File: src/rtl/uart_pkg.sv
// uart_pkg
// Shared definitions for the UART transmitter (and a future receiver):
//   - uart_state_t : framing FSM states
//   - LCR_*        : bit positions inside the line control register
//   - wordLen()    : decodes the two word-length-select bits to a bit count
package uart_pkg;

  typedef enum logic [2:0] {
    IDLE,
    START,
    DATA,
    PARITY,
    STOP
  } uart_state_t;

  // Line control register bit positions (LCR_WLS is the LSB of a 2-bit field)
  localparam int LCR_WLS   = 0;
  localparam int LCR_STB   = 2;
  localparam int LCR_PEN   = 3;
  localparam int LCR_EPS   = 4;
  localparam int LCR_STICK = 5;
  localparam int LCR_BRK   = 6;

  // 00 -> 5 bits ... 11 -> 8 bits
  function automatic logic [3:0] wordLen(input logic [1:0] wls);
    return 4'd5 + {2'b00, wls};
  endfunction

endpackage

File: src/rtl/uart_baud_gen.sv
// uart_baud_gen
// Bit-period timer. A reload starts a new bit period of max(divisor,1)
// clock cycles; o_bitEnd is high during the last cycle of that period.
// Ports:
//   i_clk      clock, rising edge
//   i_rst_n    synchronous active-low reset
//   i_reload   restart the period using i_divisor
//   i_divisor  clock cycles per bit (0 behaves as 1)
//   o_bitEnd   one-cycle tick marking the final cycle of the bit
module uart_baud_gen #(
  parameter int DIV_W = 16
) (
  input  logic             i_clk,
  input  logic             i_rst_n,
  input  logic             i_reload,
  input  logic [DIV_W-1:0] i_divisor,
  output logic             o_bitEnd
);

  logic [DIV_W-1:0] r_cnt;
  logic [DIV_W-1:0] w_reloadVal;

  // A zero divisor would never tick, so it is promoted to one cycle per bit.
  // The counter holds the number of cycles left in the current bit, so the
  // final cycle is the one where it reads 1.
  always_comb begin
    w_reloadVal = (i_divisor == '0) ? DIV_W'(1) : i_divisor;
    o_bitEnd    = (r_cnt == DIV_W'(1));
  end

  // Down-counter: reload wins over counting, and it parks at zero once a
  // period expires without a reload (e.g. after the last stop bit).
  always_ff @(posedge i_clk) begin
    if (!i_rst_n) begin
      r_cnt <= '0;
    end else if (i_reload) begin
      r_cnt <= w_reloadVal;
    end else if (r_cnt != '0) begin
      r_cnt <= r_cnt - DIV_W'(1);
    end
  end

endmodule

File: src/rtl/uart_tx.sv
// uart_tx
// 16550-style serial transmitter: start bit, 5..8 data bits LSB first,
// optional parity (odd/even/stick), 1 or 2 stop bits, live break control.
// Ports:
//   pclk       clock, rising edge
//   preset_n   synchronous active-low reset
//   start_i    transmit request, honoured only while idle
//   data_i     character to send
//   lcr_i      line control: [1:0] wls, [2] stb, [3] pen, [4] eps,
//              [5] stick, [6] break (bit 7 unused)
//   divisor_i  pclk cycles per bit (0 behaves as 1)
//   txd_o      registered serial output, idle high
//   busy_o     high whenever a character is in flight
//   done_o     one-cycle pulse in the final stop-bit cycle
module uart_tx
  import uart_pkg::*;
#(
  parameter int DIV_W = 16
) (
  input  logic             pclk,
  input  logic             preset_n,
  input  logic             start_i,
  input  logic [7:0]       data_i,
  input  logic [7:0]       lcr_i,
  input  logic [DIV_W-1:0] divisor_i,
  output logic             txd_o,
  output logic             busy_o,
  output logic             done_o
);

  uart_state_t      r_state;
  uart_state_t      w_stateNext;
  logic [7:0]       r_data;
  logic [5:0]       r_lcr;
  logic [DIV_W-1:0] r_div;
  logic [2:0]       r_bitIdx;
  logic [2:0]       w_bitIdxNext;
  logic             r_stop2;
  logic             w_stop2Next;
  logic             r_txd;
  logic             w_txdNext;

  logic             w_accept;
  logic             w_reload;
  logic             w_bitEnd;
  logic [DIV_W-1:0] w_div;
  logic [3:0]       w_wordLen;
  logic             w_lastBit;
  logic [7:0]       w_dataMask;
  logic             w_dataXor;
  logic             w_parity;
  logic             w_unused;

  // LCR bit 7 has no meaning for the transmitter.
  assign w_unused = lcr_i[7];

  // Frame configuration decode. The divisor used for the very first bit
  // comes straight from the input because the latch happens on the same edge.
  // Parity covers only the bits actually sent, hence the word-length mask.
  always_comb begin
    w_accept   = (r_state == IDLE) && start_i;
    w_div      = (r_state == IDLE) ? divisor_i : r_div;
    w_wordLen  = wordLen(r_lcr[LCR_WLS +: 2]);
    w_lastBit  = ({1'b0, r_bitIdx} == (w_wordLen - 4'd1));
    w_dataMask = 8'hFF >> (4'd8 - w_wordLen);
    w_dataXor  = ^(r_data & w_dataMask);
    if (r_lcr[LCR_STICK]) begin
      w_parity = ~r_lcr[LCR_EPS];
    end else if (r_lcr[LCR_EPS]) begin
      w_parity = w_dataXor;
    end else begin
      w_parity = ~w_dataXor;
    end
  end

  // The bit timer restarts at acceptance and at every bit boundary that
  // leads into another bit; it is left to expire after the last stop bit.
  assign w_reload = w_accept || (w_bitEnd && (w_stateNext != IDLE));

  uart_baud_gen #(
    .DIV_W(DIV_W)
  ) u_baud (
    .i_clk     (pclk),
    .i_rst_n   (preset_n),
    .i_reload  (w_reload),
    .i_divisor (w_div),
    .o_bitEnd  (w_bitEnd)
  );

  // State register plus the configuration latch and the registered line.
  // txd is loaded from the value the next state will present, so the line
  // changes on the same edge as the state. Break is applied here from the
  // live input and never touches the FSM.
  always_ff @(posedge pclk) begin
    if (!preset_n) begin
      r_state  <= IDLE;
      r_data   <= '0;
      r_lcr    <= '0;
      r_div    <= '0;
      r_bitIdx <= '0;
      r_stop2  <= 1'b0;
      r_txd    <= 1'b1;
    end else begin
      r_state  <= w_stateNext;
      r_bitIdx <= w_bitIdxNext;
      r_stop2  <= w_stop2Next;
      r_txd    <= lcr_i[LCR_BRK] ? 1'b0 : w_txdNext;
      if (w_accept) begin
        r_data <= data_i;
        r_lcr  <= lcr_i[5:0];
        r_div  <= divisor_i;
      end
    end
  end

  // Next-state logic. Every transition out of a bit happens on the bit-end
  // tick. r_stop2 remembers that the first of two stop bits has been sent.
  always_comb begin
    w_stateNext  = r_state;
    w_bitIdxNext = r_bitIdx;
    w_stop2Next  = r_stop2;
    case (r_state)
      IDLE: begin
        if (start_i) begin
          w_stateNext = START;
        end
      end
      START: begin
        if (w_bitEnd) begin
          w_stateNext  = DATA;
          w_bitIdxNext = 3'd0;
        end
      end
      DATA: begin
        if (w_bitEnd) begin
          if (w_lastBit) begin
            w_stateNext = r_lcr[LCR_PEN] ? PARITY : STOP;
            w_stop2Next = 1'b0;
          end else begin
            w_bitIdxNext = r_bitIdx + 3'd1;
          end
        end
      end
      PARITY: begin
        if (w_bitEnd) begin
          w_stateNext = STOP;
          w_stop2Next = 1'b0;
        end
      end
      STOP: begin
        if (w_bitEnd) begin
          if (!r_lcr[LCR_STB] || r_stop2) begin
            w_stateNext = IDLE;
          end else begin
            w_stop2Next = 1'b1;
          end
        end
      end
      default: begin
        w_stateNext = IDLE;
      end
    endcase
  end

  // Outputs. w_txdNext is the line level belonging to the upcoming state;
  // DATA is only ever entered from START or DATA, so the latched character
  // is always valid when it is indexed.
  always_comb begin
    busy_o = (r_state != IDLE);
    done_o = (r_state == STOP) && w_bitEnd && (!r_lcr[LCR_STB] || r_stop2);
    case (w_stateNext)
      START:   w_txdNext = 1'b0;
      DATA:    w_txdNext = r_data[w_bitIdxNext];
      PARITY:  w_txdNext = w_parity;
      default: w_txdNext = 1'b1;
    endcase
  end

  assign txd_o = r_txd;

endmodule

File: config.mk
export PLATFORM = sky130hd
export DESIGN_NAME = uart_tx
export DESIGN_NICKNAME = d
export VERILOG_FILES = /design/src/rtl/uart_pkg.sv /design/src/rtl/uart_baud_gen.sv /design/src/rtl/uart_tx.sv
export SDC_FILE = /design/constraint.sdc
export NUM_CORES = 1
export LEC_CHECK = 0
export ABC_AREA = 1
export BUFFER_PORTS_ARGS = -buffer_cell sky130_fd_sc_hd__buf_4
export CAP_MARGIN = 30
export CORE_MARGIN = 2
export CORE_UTILIZATION = 39
export CTS_BUF_LIST = sky130_fd_sc_hd__clkbuf_16
export DETAILED_ROUTE_END_ITERATION = 10
export PLACE_DENSITY = 0.63
export SYNTH_ARGS = -nofsm -noshare
export SYNTH_HDL_FRONTEND = slang
export SYNTH_SLANG_ARGS = --single-unit
File: constraint.sdc
create_clock -name pclk -period 2.1 [get_ports pclk]
set_input_delay 0.21 -clock pclk [delete_from_list [all_inputs] [get_ports pclk]]
set_output_delay 0.21 -clock pclk [all_outputs]
set_load 0.01 [all_outputs]
==> summary.md <==
| Metric | Value |
|---|---|
| Outcome | finished, final reports clean |
| Core area | 8130 µm² |
| Residual overflow from global routing | 0 |
| Post-route clock period utilization | 99.1% |
| Synth Cell Area | 3230 µm² |
| # IOs | 38 |
| Wire length of the first global-routing pass | 13.1 mm |
| Highest Clock Rate | 480 MHz |
| Transition time of the tightest slew-check pin | 0.448 ns |
| Sort of element at the end of the critical path | flop |
| Maximum cell stage delay along the critical path | 0.34 ns |
| TritonCTS buffer count | 5 |
| Overall die height | 95.0 µm |
| Share of the synthesized area in compound gates (AO/OA/AOI/OAI) | 17.3% |
| Chip Width | 95.0 µm |
| Total count of hold-check failures in the final report | 0 |
| Avg Cell Area, Syn | 6.67 µm² |
| Fillers | 833 |
| Number of enable flip-flop cells after synthesis | 0 |
| Hold-fix buffers, CTS | 0 |
| Via Count | 3098 |
| Antenna violations before repair | 0 |
| Effective utilization at floorplan | 39.7% |
| Area growth from synthesis to layout | 23.7% |
| TritonCTS sink count | 54 |
| GRT Overall Usage | 18.1% |
| Routability Congestion | 0.807 |
| Slew headroom | 70.1% |
| Distinct cell type count of the synthesized netlist | 32 |
| CP Buf/Inv Count | 3 |
| Clock Skews | 0.00973 ns |
| Detailed placement HPWL | 5.57 mm |
| Category of the most critical setup path | reg -> reg |
| Via count of the first global-routing pass | 2951 |
| Arrival time at the worst endpoint | 2.24 ns |
| Async S/R FF share, synth | 0% |
| Final Core Density | 49.1% |
| Buffer levels on the longest clock path | 2 |
| Cell with the largest stage delay on the worst path | dfxtp_2 |
| Post-synthesis mux area share | 0% |
| TritonCTS clock tree | done |
| Combinational family with the most area after synthesis | simple AND/OR/NAND/NOR gates |
| Synthesized netlist net count | 526 |
| Count of unresolved DRC violations after routing | 0 |
| Clock latency at the later pin of the worst-skew pair | 0.29 ns |
| Most frequent standard cell in the layout excluding fill and tap cells | nand2_1 |
| Category of cells accounting for the largest share of critical-path delay | simple AND/OR/NAND/NOR gates |
| Inserted Diodes | 0 |
| Maximum capacitance violations | 0 |
| Classification of the worst-slack hold path | in -> reg |
| Finish-stage setup viols | 0 |
| Critical path startpoint category | flop |
| XOR/XNOR Fraction of Synth Area | 3.52% |
| Sequential share of the synthesized area | 33.5% |
| Most used cell along the critical path | nand2_2 |
| Worst-path cell chain | inv_2 > ha_4 > inv_2 > nand2_1 > nand3_2 > nand2_2 > nand2_4 > nand2_4 > nand2_2 > nand2_2 > nand3_4 > nor2_4 > nand2_2 > nand2_4 > buf_6 > nand3b_1 > nand3_1 > nor2_1 |
| Final Max Slew Viols | 0 |
| Total wirelength of the detailed-routed design | 7.57 mm |
| Top library cells by usage in the layout, fill and taps aside | nand2_1, inv_1, buf_4, dfxtp_1, nor2_1 |
| Crit-path max FO | 7 |
| Routed via count divided by cell count | 4.85 |
| IO Port Bufs | 36 |
| Die outline area | 9030 µm² |
| Count of state elements after synthesis | 54 |
| CTS H-tree depth | 2 |
| Number of synthesis warnings | 0 |
| Root Buffer | clkbuf_16 |
| Number of rows in the core area | 33 |
| RSZ-0062 raised after global routing | yes |
| Setup TNS | 0 ns |
| Final critical path time including I/O delays and setup | 2.08 ns |
| Internal reg-to-reg setup slack | 0.02 ns |
| Count of nets left with antenna violations after detail routing | 0 |
| Initial DRC Count | 100 |
| Leakage dissipation | 1.83 nW |
| Adder-cell share of the synthesized area | 2.71% |
| Post-DR wirelength/cell | 11.9 µm |
| Simple-gate share of the synthesized area | 31.8% |
| Proportion of layout cells with a drive suffix above 1 | 22.1% |
| TritonRoute pass-1 iters | 4 |
| Required time of the critical path | 2.26 ns |
| Power per cell area | 780 nW/µm² |
| Maximum number of pins on one net before global-route repair | 69 |
| Cells after synthesis | 484 |
| Most frequently used flop master after synthesis | dfxtp_1 |
| Worst voltage drop across the vdd grid | 0.354 mV |
| Final net count | 575 |
| Clock slew at reported path FFs | 0.07 ns |
stage by stage:
step                      hold WS (ns)  std cells  setup WS, ns  cell area, µm²  power (W)
after floorplan                  0.348        484       0.00675            3250    0.00199
after global placement           0.432        625      -0.00511            3720    0.00223
after detailed placement         0.436        625        -0.107            3720    0.00226
after CTS                        0.167        635       0.00720            3920    0.00312
after global routing             0.176        639        -0.168            4000    0.00334
final                            0.168        639        0.0179            4000    0.00312
layer usage:
layer / track usage (%) / up-vias / part of all wire [%] / wire length (µm)
met3: 3.16 / 9 / 4.0 / 306
met4: 5.43 / 0 / 1.1 / 85
li1: - / 1653 / - / -
met5: 0 / - / 0 / 0
met2: 32.0 / 46 / 48 / 3640
met1: 22.6 / 1390 / 47 / 3540
repair_timing:
action / CTS / global route
cloned: 0 / 0
pin swaps: 9 / 8
resized for setup: 12 / 13
setup endpoints to repair: 16 / 17
setup buffers: 2 / 4
cell usage after synthesis, types with 6 or more instances:
cell	instances	area (µm²)
a21oi_1	38	190
o21a_1	9	67.6
nand2_2	6	37.5
o21ai_0	35	175
a21oi_2	9	78.8
xnor2_1	6	52.6
inv_2	6	22.5
nor2_1	42	158
xor2_1	7	61.3
dfxtp_1	54	1080
inv_1	69	259
nand2_1	99	372
nand3b_1	7	52.6
nand3_1	41	205
clkbuf_1	11	41.3
ha_1	7	87.6
nand4_1	7	43.8
state kept, by name (all words and copies together) (netlist names):
register      flops
txd_o             1
r_stop2           1
r_lcr             6
r_bitIdx          3
r_data            8
r_div            16
r_state           3
u_baud.r_cnt     16
cell families (layout without fill, tap and decap cells):
family | count (synthesis) | after routing
compound gates | 97 | 97
buf+inv | 92 | 142
simple gates | 221 | 221
xor+xnor | 13 | 13
flops | 54 | 54
fa+ha+maj | 7 | 7
layout make-up:
cell class	instances	area, µm²	share of cell area (%)
multi-input cells	338	1880	47.0
flip-flops and latches	54	1080	27.1
repair buffers	58	464	11.6
inverters	76	292	7.29
well taps	105	131	3.29
clock buffers	5	125	3.13
clock inverters	3	20.0	0.501
path summary, 6_finish.rpt:
path,from,endpoint,depth (start not counted)
setup / recovery,r_lcr[1],u_baud.r_cnt[9],18
hold / removal,lcr_i[6],txd_o,4
setup reg to reg,r_lcr[1],u_baud.r_cnt[9],18
hold reg to reg,r_div[7],r_div[7],2
worst register-to-register path: cells and delay by family, from the launching register on:
kind	cells	cell delay, ns
DFF	1	0.34
and+or+nand+nor	14	1.09
adders and majority gates	1	0.27
buffers and inverters	3	0.23
power by group:
| group | switching [W] | internal [W] | total [W] |
|---|---|---|---|
| Combinational | 0.000603 | 0.000450 | 0.00105 |
| Sequential | 0.0000818 | 0.00115 | 0.00123 |
| Clock | 0.000389 | 0.000443 | 0.000832 |
| Total | 0.00107 | 0.00204 | 0.00312 |
Note: power is estimated with default switching activity, not from simulation.
